$ cat src/rtl/countdown_timer_pkg.sv
// Shared types and default widths for the countdown timer and its prescaler.
//   DEF_WIDTH      default count width
//   DEF_PRESCALE_W default prescale divider width
//   state_t        timer FSM states
package countdown_timer_pkg;

    localparam int unsigned DEF_WIDTH      = 8;
    localparam int unsigned DEF_PRESCALE_W = 4;

    typedef enum logic [1:0] {
        ST_IDLE = 2'd0,
        ST_RUN  = 2'd1
    } state_t;

endpackage

$ cat src/rtl/countdown_timer_if.sv
// Load handshake bundle for the countdown timer.
//   load_valid  master -> slave  load request
//   load_ready  slave  -> master timer can accept a load
//   load_value  master -> slave  start count
//   auto_reload master -> slave  periodic (1) / one-shot (0), sampled at load
//   prescale    master -> slave  tick divider, sampled at load
interface countdown_timer_if #(
    parameter int unsigned WIDTH      = countdown_timer_pkg::DEF_WIDTH,
    parameter int unsigned PRESCALE_W = countdown_timer_pkg::DEF_PRESCALE_W
);
    logic                  load_valid;
    logic                  load_ready;
    logic [WIDTH-1:0]      load_value;
    logic                  auto_reload;
    logic [PRESCALE_W-1:0] prescale;

    modport master (
        output load_valid, load_value, auto_reload, prescale,
        input  load_ready
    );

    modport slave (
        input  load_valid, load_value, auto_reload, prescale,
        output load_ready
    );
endinterface

$ cat src/rtl/countdown_timer_tick_prescaler.sv
// Enable-gated prescaler: tick fires every prescale+1 enabled cycles.
//   CLK, RST  clock, synchronous active-high reset
//   clear     restart the divider from 0
//   enable    advance the divider; tick is suppressed while low
//   prescale  divider terminal value
//   tick      combinational, high on the enabled cycle the divider hits prescale
module tick_prescaler
    import countdown_timer_pkg::*;
#(
    parameter int unsigned PRESCALE_W = DEF_PRESCALE_W
) (
    input  logic                  CLK,
    input  logic                  RST,
    input  logic                  clear,
    input  logic                  enable,
    input  logic [PRESCALE_W-1:0] prescale,
    output logic                  tick
);

    logic [PRESCALE_W-1:0] prescaler;

    assign tick = enable && (prescaler == prescale);

    // Divider counts enabled cycles and wraps on tick.
    always_ff @(posedge CLK) begin
        if (RST) begin
            prescaler <= '0;
        end else if (clear || tick) begin
            prescaler <= '0;
        end else if (enable) begin
            prescaler <= prescaler + PRESCALE_W'(1);
        end
    end

endmodule

$ cat src/rtl/countdown_timer.sv
// Loadable down-counter with prescaled ticks, one-shot or periodic reload.
//   CLK, RST        clock, synchronous active-high reset
//   ld              load handshake (slave side)
//   enable          pauses prescaler and count when low
//   abort           stop a run and return to IDLE, count held
//   counter         current count
//   underflow_flag  one-cycle pulse when a tick arrives with the count at 0
//   busy            high while running
module countdown_timer
    import countdown_timer_pkg::*;
#(
    parameter int unsigned WIDTH      = DEF_WIDTH,
    parameter int unsigned PRESCALE_W = DEF_PRESCALE_W
) (
    input  logic             CLK,
    input  logic             RST,
    countdown_timer_if.slave ld,
    input  logic             enable,
    input  logic             abort,
    output logic [WIDTH-1:0] counter,
    output logic             underflow_flag,
    output logic             busy
);

    state_t                state, state_next;
    logic [WIDTH-1:0]      counter_next;
    logic [WIDTH-1:0]      reload_reg, reload_next;
    logic                  auto_reg, auto_next;
    logic [PRESCALE_W-1:0] prescale_reg, prescale_next;
    logic                  flag_next;
    logic                  clear_c;
    logic                  tick;

    tick_prescaler #(.PRESCALE_W(PRESCALE_W)) u_prescaler (
        .CLK      (CLK),
        .RST      (RST),
        .clear    (clear_c),
        .enable   (enable),
        .prescale (prescale_reg),
        .tick     (tick)
    );

    // State and datapath registers; status outputs follow the next state.
    always_ff @(posedge CLK) begin
        if (RST) begin
            state          <= ST_IDLE;
            counter        <= '0;
            reload_reg     <= '0;
            auto_reg       <= 1'b0;
            prescale_reg   <= '0;
            underflow_flag <= 1'b0;
            busy           <= 1'b0;
            ld.load_ready  <= 1'b1;
        end else begin
            state          <= state_next;
            counter        <= counter_next;
            reload_reg     <= reload_next;
            auto_reg       <= auto_next;
            prescale_reg   <= prescale_next;
            underflow_flag <= flag_next;
            busy           <= (state_next == ST_RUN);
            ld.load_ready  <= (state_next == ST_IDLE);
        end
    end

    // Next-state and datapath decisions.
    always_comb begin
        state_next    = state;
        counter_next  = counter;
        reload_next   = reload_reg;
        auto_next     = auto_reg;
        prescale_next = prescale_reg;
        flag_next     = 1'b0;
        clear_c       = 1'b0;

        unique case (state)
            ST_IDLE: begin
                if (ld.load_valid) begin
                    state_next    = ST_RUN;
                    counter_next  = ld.load_value;
                    reload_next   = ld.load_value;
                    auto_next     = ld.auto_reload;
                    prescale_next = ld.prescale;
                    clear_c       = 1'b1;
                end
            end
            ST_RUN: begin
                // Abort outranks a coinciding expiry, so no flag in that case.
                if (abort) begin
                    state_next = ST_IDLE;
                end else if (tick) begin
                    if (counter != '0) begin
                        counter_next = counter - WIDTH'(1);
                    end else begin
                        flag_next = 1'b1;
                        if (auto_reg) begin
                            counter_next = reload_reg;
                        end else begin
                            state_next = ST_IDLE;
                        end
                    end
                end
            end
            default: begin
                state_next = ST_IDLE;
            end
        endcase
    end

endmodule
$ cat src/flat_wrapper.sv
// flat-port wrapper written by rule: the top's interface ports become plain ports
module countdown_timer_flat import countdown_timer_pkg::*;
#(
    parameter int unsigned WIDTH      = DEF_WIDTH,
    parameter int unsigned PRESCALE_W = DEF_PRESCALE_W
)
  (CLK, RST, enable, abort, counter, underflow_flag, busy, ld_load_valid, ld_load_value, ld_auto_reload, ld_prescale, ld_load_ready);
  countdown_timer_if #(.WIDTH(WIDTH), .PRESCALE_W(PRESCALE_W)) ld_i ();
  input  logic CLK;
  input  logic RST;
  input  logic enable;
  input  logic abort;
  output logic [WIDTH-1:0] counter;
  output logic underflow_flag;
  output logic busy;
  input wire logic [$bits(ld_i.load_valid)-1:0] ld_load_valid;
  input wire logic [$bits(ld_i.load_value)-1:0] ld_load_value;
  input wire logic [$bits(ld_i.auto_reload)-1:0] ld_auto_reload;
  input wire logic [$bits(ld_i.prescale)-1:0] ld_prescale;
  output wire logic [$bits(ld_i.load_ready)-1:0] ld_load_ready;
  assign ld_i.load_valid = ld_load_valid;
  assign ld_i.load_value = ld_load_value;
  assign ld_i.auto_reload = ld_auto_reload;
  assign ld_i.prescale = ld_prescale;
  assign ld_load_ready = ld_i.load_ready;
  countdown_timer #(.WIDTH(WIDTH), .PRESCALE_W(PRESCALE_W)) u_core (.CLK(CLK), .RST(RST), .ld(ld_i), .enable(enable), .abort(abort), .counter(counter), .underflow_flag(underflow_flag), .busy(busy));
endmodule
$ cat config.mk
export PLATFORM = sky130hd
export DESIGN_NAME = countdown_timer_flat
export DESIGN_NICKNAME = d
export VERILOG_FILES = /design/src/rtl/countdown_timer_pkg.sv /design/src/rtl/countdown_timer_if.sv /design/src/rtl/countdown_timer_tick_prescaler.sv /design/src/rtl/countdown_timer.sv /design/src/flat_wrapper.sv
export SDC_FILE = /design/constraint.sdc
export NUM_CORES = 1
export LEC_CHECK = 0
export CORE_UTILIZATION = 41
export CTS_BUF_LIST = sky130_fd_sc_hd__clkbuf_8
export DETAILED_ROUTE_END_ITERATION = 8
export HOLD_SLACK_MARGIN = 0.02
export PLACE_DENSITY = 0.67
export REMOVE_ABC_BUFFERS = 1
export SYNTH_ARGS = -nofsm -noshare
export SYNTH_HDL_FRONTEND = slang
export SYNTH_HIERARCHICAL = 1
export SYNTH_SLANG_ARGS = --single-unit
$ cat constraint.sdc
create_clock -name CLK -period 1.9 [get_ports CLK]
set_clock_uncertainty 0.05 [all_clocks]
set_input_delay 0.38 -clock CLK [delete_from_list [all_inputs] [get_ports CLK]]
set_output_delay 0.38 -clock CLK [all_outputs]
set_load 0.01 [all_outputs]
==> flow_summary.json, run 1 <==
{
  "placed_area_sq_um": 2180,
  "vias": 1531,
  "nets": 260,
  "overflow": 0,
  "finalWirelength_um": 3880,
  "dieWidth_um": 66.5,
  "clk_path_buf_depth": 2,
  "critical_path.top_delay_family": "compound AO/OA/AOI/OAI gates",
  "routed_via_density": 5.32,
  "synthTopCellsByArea": "dfxtp_1, nand2_1, a21oi_1",
  "startpoint_type": "register",
  "synth_top_family_by_area": "compound AO/OA/AOI/OAI gates",
  "period_minus_slack_ns": 1.81,
  "synth_adder_area_share_pct": 2.20,
  "multiInputGateArea_sq_um": 1040,
  "ant_nets": 0,
  "die_h_um": 66.5,
  "p_total_mw": 1.62,
  "antennaDiodeCount": 0,
  "routabilityCongestion": 0.847,
  "syn-cell-area_sq_um": 1710,
  "hold_depth": 2,
  "grt_max_degree": 14,
  "reg2reg_depth": 6,
  "fin_hold_ws_ns": 0.404,
  "arrival_ns": 1.95,
  "path_clk_slew_ns": 0.06,
  "cts_buffers": 5,
  "die_area_sq_um": 4430,
  "critPathMaxFanout": 5,
  "synth_warnings": 6,
  "synth.area.mux_share_pct": 2.56,
  "hold_class": "reg2reg",
  "fin_crit_sh_pct": 95.4,
  "crit_type": "reg2reg",
  "p_leak_nw": 0.887,
  "initial_core_util_pct": 42.7,
  "finalSetupViolCount": 0,
  "clkSinkCount": 30,
  "crit_cells": 6,
  "synth_edf_count": 0,
  "max_freq_mhz": 552,
  "pre_cts_ws_ns": -0.124,
  "cp-end-kind": "register",
  "cp_slowest_cell": "or4b_4",
  "detailed_place_hpwl_um": 2920,
  "wl_per_cell_um": 13.5,
  "port_buffers": 28,
  "synthCells": 191,
  "num-fill-cells": 384,
  "synthSimpleGateAreaFrac_pct": 23.9,
  "final_area_sq_um": 2280,
  "syn_avg_cell_area_sq_um": 8.94,
  "core_area_sq_um": 4000,
  "crit_chain": "inv_1 -> ha_4 -> or4b_4 -> o21ai_1 -> o211ai_1 -> a311oi_2",
  "track_usage_pct": 20.2,
  "maxSlewViolCount": 0,
  "slowest_delay_ns": 0.50,
  "drc": 0,
  "htreeDepth": 2,
  "fin_util_pct": 57.1,
  "place_inst": 282,
  "yosys.area.top_type": "dfxtp_1",
  "p_per_area_nw_per_um2": 709,
  "io_pins": 29,
  "stdcell_count": 288,
  "async_reset_ff_share_pct": 0,
  "seq_area_frac_synth_pct": 35.2,
  "critPathRequiredTime_ns": 2.04,
  "hold_viol": 0,
  "synthTopCellsByCount": "nand2_1, dfxtp_1, a21oi_1",
  "layout_setup_ws_ns": 0.0868,
  "grt_pass1_vias": 1468,
  "ys_seq_elements": 30,
  "drt-initial-drc-count": 97,
  "peakVddDrop_mv": 0.384,
  "antenna_found_initial": 0,
  "synth.distinct_cells": 58,
  "cap_violations": 0,
  "status": "completed",
  "grt_pass1_wl_um": 6600,
  "drt_pass1_iterations": 4,
  "synth.most_common_cell": "nand2_1",
  "syn_to_final_growth_pct": 33.7,
  "final-seq-area_sq_um": 604,
  "synth_top_cell_area_share_pct": 35.2,
  "ys.flop_type": "dfxtp_1",
  "synthXorXnorAreaFrac_pct": 3.59,
  "std_cell_rows": 23,
  "tns_ns": 0,
  "clock_latency_ns": 0.28,
  "cts_tree": "yes",
  "worst-path-buf-inv": 1,
  "cts_root_buf": "clkbuf_8",
  "rsz0062_at_grt": "false",
  "drive_gt1_share_pct": 26.1,
  "synth_compound_area_share_pct": 27.0
}
==> cell usage in the layout (no fill, tap or decap), types with 3 or more instances in the layout <==
master	n
a211o_1	3
a21oi_1	23
a311oi_2	5
buf_4	25
clkbuf_8	6
clkdlybuf4s50_1	28
dfxtp_1	27
dfxtp_2	3
inv_1	7
mux2_2	3
nand2_1	31
nand2b_1	7
nor2_1	8
o211ai_1	4
xor2_1	5
==> area by class of cell <==
class                      instances  share of cell area [%]
multi-input combinational        141                    45.4
clock buffer                       6                    3.62
timing repair buffer              53                    20.5
inverter                           8                    1.32
sequential                        30                    26.5
tap                               50                    2.74
==> metal layers <==
metal	GRT usage (%)	vias up	wire, um
met5	0	-	0
met4	7.98	0	80
met2	33.0	31	1810
met3	6.34	7	162
li1	-	788	-
met1	24.5	705	1830
==> worst reg2reg max path, cell delays in order, from the launching register on <==
cell      delay (ns)
dfxtp_1         0.31
inv_1           0.11
ha_4            0.17
or4b_4          0.50
o21ai_1         0.20
o211ai_1        0.14
a311oi_2        0.25
==> report_power, final <==
part / switching, mW / leakage (nW) / internal, mW
sequential: 0.0408 / 0.247 / 0.662
clock: 0.213 / 0.0431 / 0.278
combinational: 0.196 / 0.598 / 0.229
total: 0.450 / 0.887 / 1.17
==> worst paths after layout <==
kind | start | end | slack (ns)
worst min-delay path | u_core/reload_reg[7] | u_core/reload_reg[7] | 0.40
worst max register to register | u_core/counter[0] | u_core/counter[2] | 0.09
worst min register to register | u_core/reload_reg[7] | u_core/reload_reg[7] | 0.40
worst max-delay path | u_core/counter[0] | u_core/counter[2] | 0.09
==> what timing repair did <==
| item | in CTS | in global routing |
|---|---|---|
| hold buffers | 0 | 0 |
| gates resized for setup | 1 | 8 |
| pin swaps | 0 | 1 |
| endpoints found under the setup margin | 1 | 10 |
| setup buffers | 0 | 0 |
==> kinds of logic after synthesis <==
group	Yosys count
other cells	1
mux	4
xor+xnor	7
compound gates	57
simple gates	69
fa+ha+maj	3
buf+inv	20
flops	30
(Power assumes the default switching activity.)
==> inputs of run 2 (changes only) <==
--- a/config.mk
+++ b/config.mk
@@ -8,8 +8,8 @@
 export CORE_UTILIZATION = 41
 export CTS_BUF_LIST = sky130_fd_sc_hd__clkbuf_8
 export DETAILED_ROUTE_END_ITERATION = 8
+export GPL_TIMING_DRIVEN = 0
 export HOLD_SLACK_MARGIN = 0.02
-export PLACE_DENSITY = 0.67
 export REMOVE_ABC_BUFFERS = 1
 export SYNTH_ARGS = -nofsm -noshare
 export SYNTH_HDL_FRONTEND = slang
==> constraint.sdc (replaced) <==
create_clock -name CLK -period 2.2 [get_ports CLK]
set_clock_uncertainty 0.05 [all_clocks]
set_input_delay 0.44 -clock CLK [delete_from_list [all_inputs] [get_ports CLK]]
set_output_delay 0.44 -clock CLK [all_outputs]
set_load 0.01 [all_outputs]
==> run 2 against run 1 <==
  * Via count grew 0.52%
  * Clock power shrank 8.3%
  * Non-clock buffer count shrank 22
  * Critical path type is now in2reg
  * Largest cell class unchanged
==> flow_summary.json, run 2 (synthesis results as in run 1) <==
{
  "status": "completed",
  "cts_root_buf": "clkbuf_8",
  "dieWidth_um": 66.5,
  "final_common_cell": "nand2_1",
  "detailed_place_hpwl_um": 2770,
  "crit_type": "in2reg",
  "io_pins": 29,
  "nets": 238,
  "cp-end-kind": "register",
  "max_freq_mhz": 488,
  "hold_class": "reg2reg",
  "critPathMaxFanout": 8,
  "routabilityCongestion": 0.810,
  "vias": 1539,
  "syn_to_final_growth_pct": 24.8,
  "r2r_slack_ns": 0.17,
  "clkSinkCount": 30,
  "antennaDiodeCount": 0,
  "met3_length_um": 367,
  "p_per_area_nw_per_um2": 649,
  "htreeDepth": 2,
  "routed_via_density": 5.74,
  "overflow": 0,
  "final_cell_mix": "nand2_1, dfxtp_1, clkdlybuf4s50_1",
  "fin_crit_sh_pct": 93.2,
  "port_buffers": 28,
  "grt_max_degree": 29,
  "stdcell_count": 268,
  "peakVddDrop_mv": 0.286,
  "wl_met1_um": 1790,
  "place_inst": 257,
  "die_h_um": 66.5,
  "reg2reg_depth": 7,
  "grt_pass1_wl_um": 7130,
  "core_area_sq_um": 4000,
  "clk_path_buf_depth": 2,
  "std_cell_rows": 23,
  "multiInputGateArea_sq_um": 1030,
  "drt_pass1_iterations": 4,
  "num-fill-cells": 371,
  "period_minus_slack_ns": 2.05,
  "maxSlewViolCount": 0,
  "die_area_sq_um": 4430,
  "cp-startpoint": "enable",
  "wl_met2_um": 1990,
  "antenna_found_initial": 0,
  "startpoint_type": "input port",
  "path_clk_slew_ns": 0.06,
  "worst_pin_slew_ns": 1.25,
  "finalWirelength_um": 4170,
  "drive_gt1_share_pct": 17.4,
  "clock_latency_ns": 0.27,
  "ant_nets": 0,
  "fin_util_pct": 53.3,
  "tns_ns": 0,
  "fin_hold_ws_ns": 0.415,
  "arrival_ns": 2.10,
  "drt-initial-drc-count": 115,
  "cts_buffers": 5,
  "final-seq-area_sq_um": 601,
  "finalSetupViolCount": 0,
  "dr.max_layer_used": "met4",
  "maxSlewHeadroom_pct": 16.7,
  "r2r_start": "u_core/counter[0]",
  "track_usage_pct": 21.5,
  "critPathRequiredTime_ns": 2.25,
  "hold_viol": 0,
  "cts_tree": "yes",
  "timing.rr.end": "u_core/counter[6]",
  "cap_violations": 0,
  "critPathCapture": "u_core/counter[1]",
  "wl_per_cell_um": 15.6,
  "grt_pass1_vias": 1524,
  "drc": 0,
  "rsz0062_at_grt": "false",
  "p_leak_nw": 0.795,
  "initial_core_util_pct": 42.7
}
run 2: cell types whose count changed in the layout (fill, tap and decap cells not counted), sizes merged:
cell / before / now
inv: 8 / 9
clkinv: 0 / 1
clkdlybuf4s50: 28 / 27
buf: 25 / 3
dlygate4sd2: 0 / 1
run 2: where the power goes:
| group | total, mW | internal, mW | switching (mW) |
|---|---|---|---|
| combinational | 0.319 | 0.159 | 0.160 |
| clock | 0.451 | 0.247 | 0.204 |
| sequential | 0.613 | 0.571 | 0.0423 |
| total | 1.38 | 0.977 | 0.406 |
run 2: how the worst min path moves through the flow:
stage / slack (ns) / start / endpoint / cells after the start
2_1_floorplan: 0.38 / u_core/reload_reg[7] / u_core/reload_reg[7] / 2
5_1_grt: 0.44 / u_core/reload_reg[7] / u_core/reload_reg[7] / 2
6_report: 0.41 / u_core/prescale_reg[3] / u_core/prescale_reg[3] / 2
3_5_place_dp: 0.41 / u_core/reload_reg[7] / u_core/reload_reg[7] / 2
4_1_cts: 0.42 / u_core/reload_reg[7] / u_core/reload_reg[7] / 2
3_3_place_gp: 0.39 / u_core/reload_reg[5] / u_core/reload_reg[5] / 2
run 2: worst max-delay path, cell delays in order:
cell and delay, ns:
clkdlybuf4s50_1 0.57, and2_4 0.21, and2_1 0.15, nand3b_1 0.13, a21oi_4 0.22, and2_4 0.27, a311oi_2 0.11
run 2: what timing repair did:
item / in CTS / in global routing
setup buffers: 0 / 3
gates resized for setup: 5 / 2
hold buffers: 0 / 0
cloned: 0 / 0
pin swaps: 0 / 1
setup endpoints to repair: 8 / 11
hold endpoints to repair: 0 / 0
run 2: layer usage:
layer / global-route usage [%] / vias to the layer above
met5: 0 / -
met4: 7.45 / 0
met3: 3.94 / 2
met2: 34.5 / 60
met1: 28.5 / 729
li1: - / 748
run 2: metrics by stage:
stage / worst slack (ns) / total power, mW / instance area (sq um)
2_1_floorplan: 0.136 / 0.805 / 1650
3_3_place_gp: -0.581 / 0.913 / 1990
3_5_place_dp: -0.623 / 0.921 / 1990
4_1_cts: 0.0112 / 1.38 / 2090
5_1_grt: 0.0369 / 1.46 / 2130
6_report: 0.150 / 1.38 / 2130
run 2: layout make-up:
cell class	instances	share of cell area, %
clock buffers	6	3.87
repair buffers	31	14.7
flip-flops and latches	30	28.2
well taps	50	2.93
multi-input cells	141	48.5
clock inverters	2	0.411
inverters	8	1.41
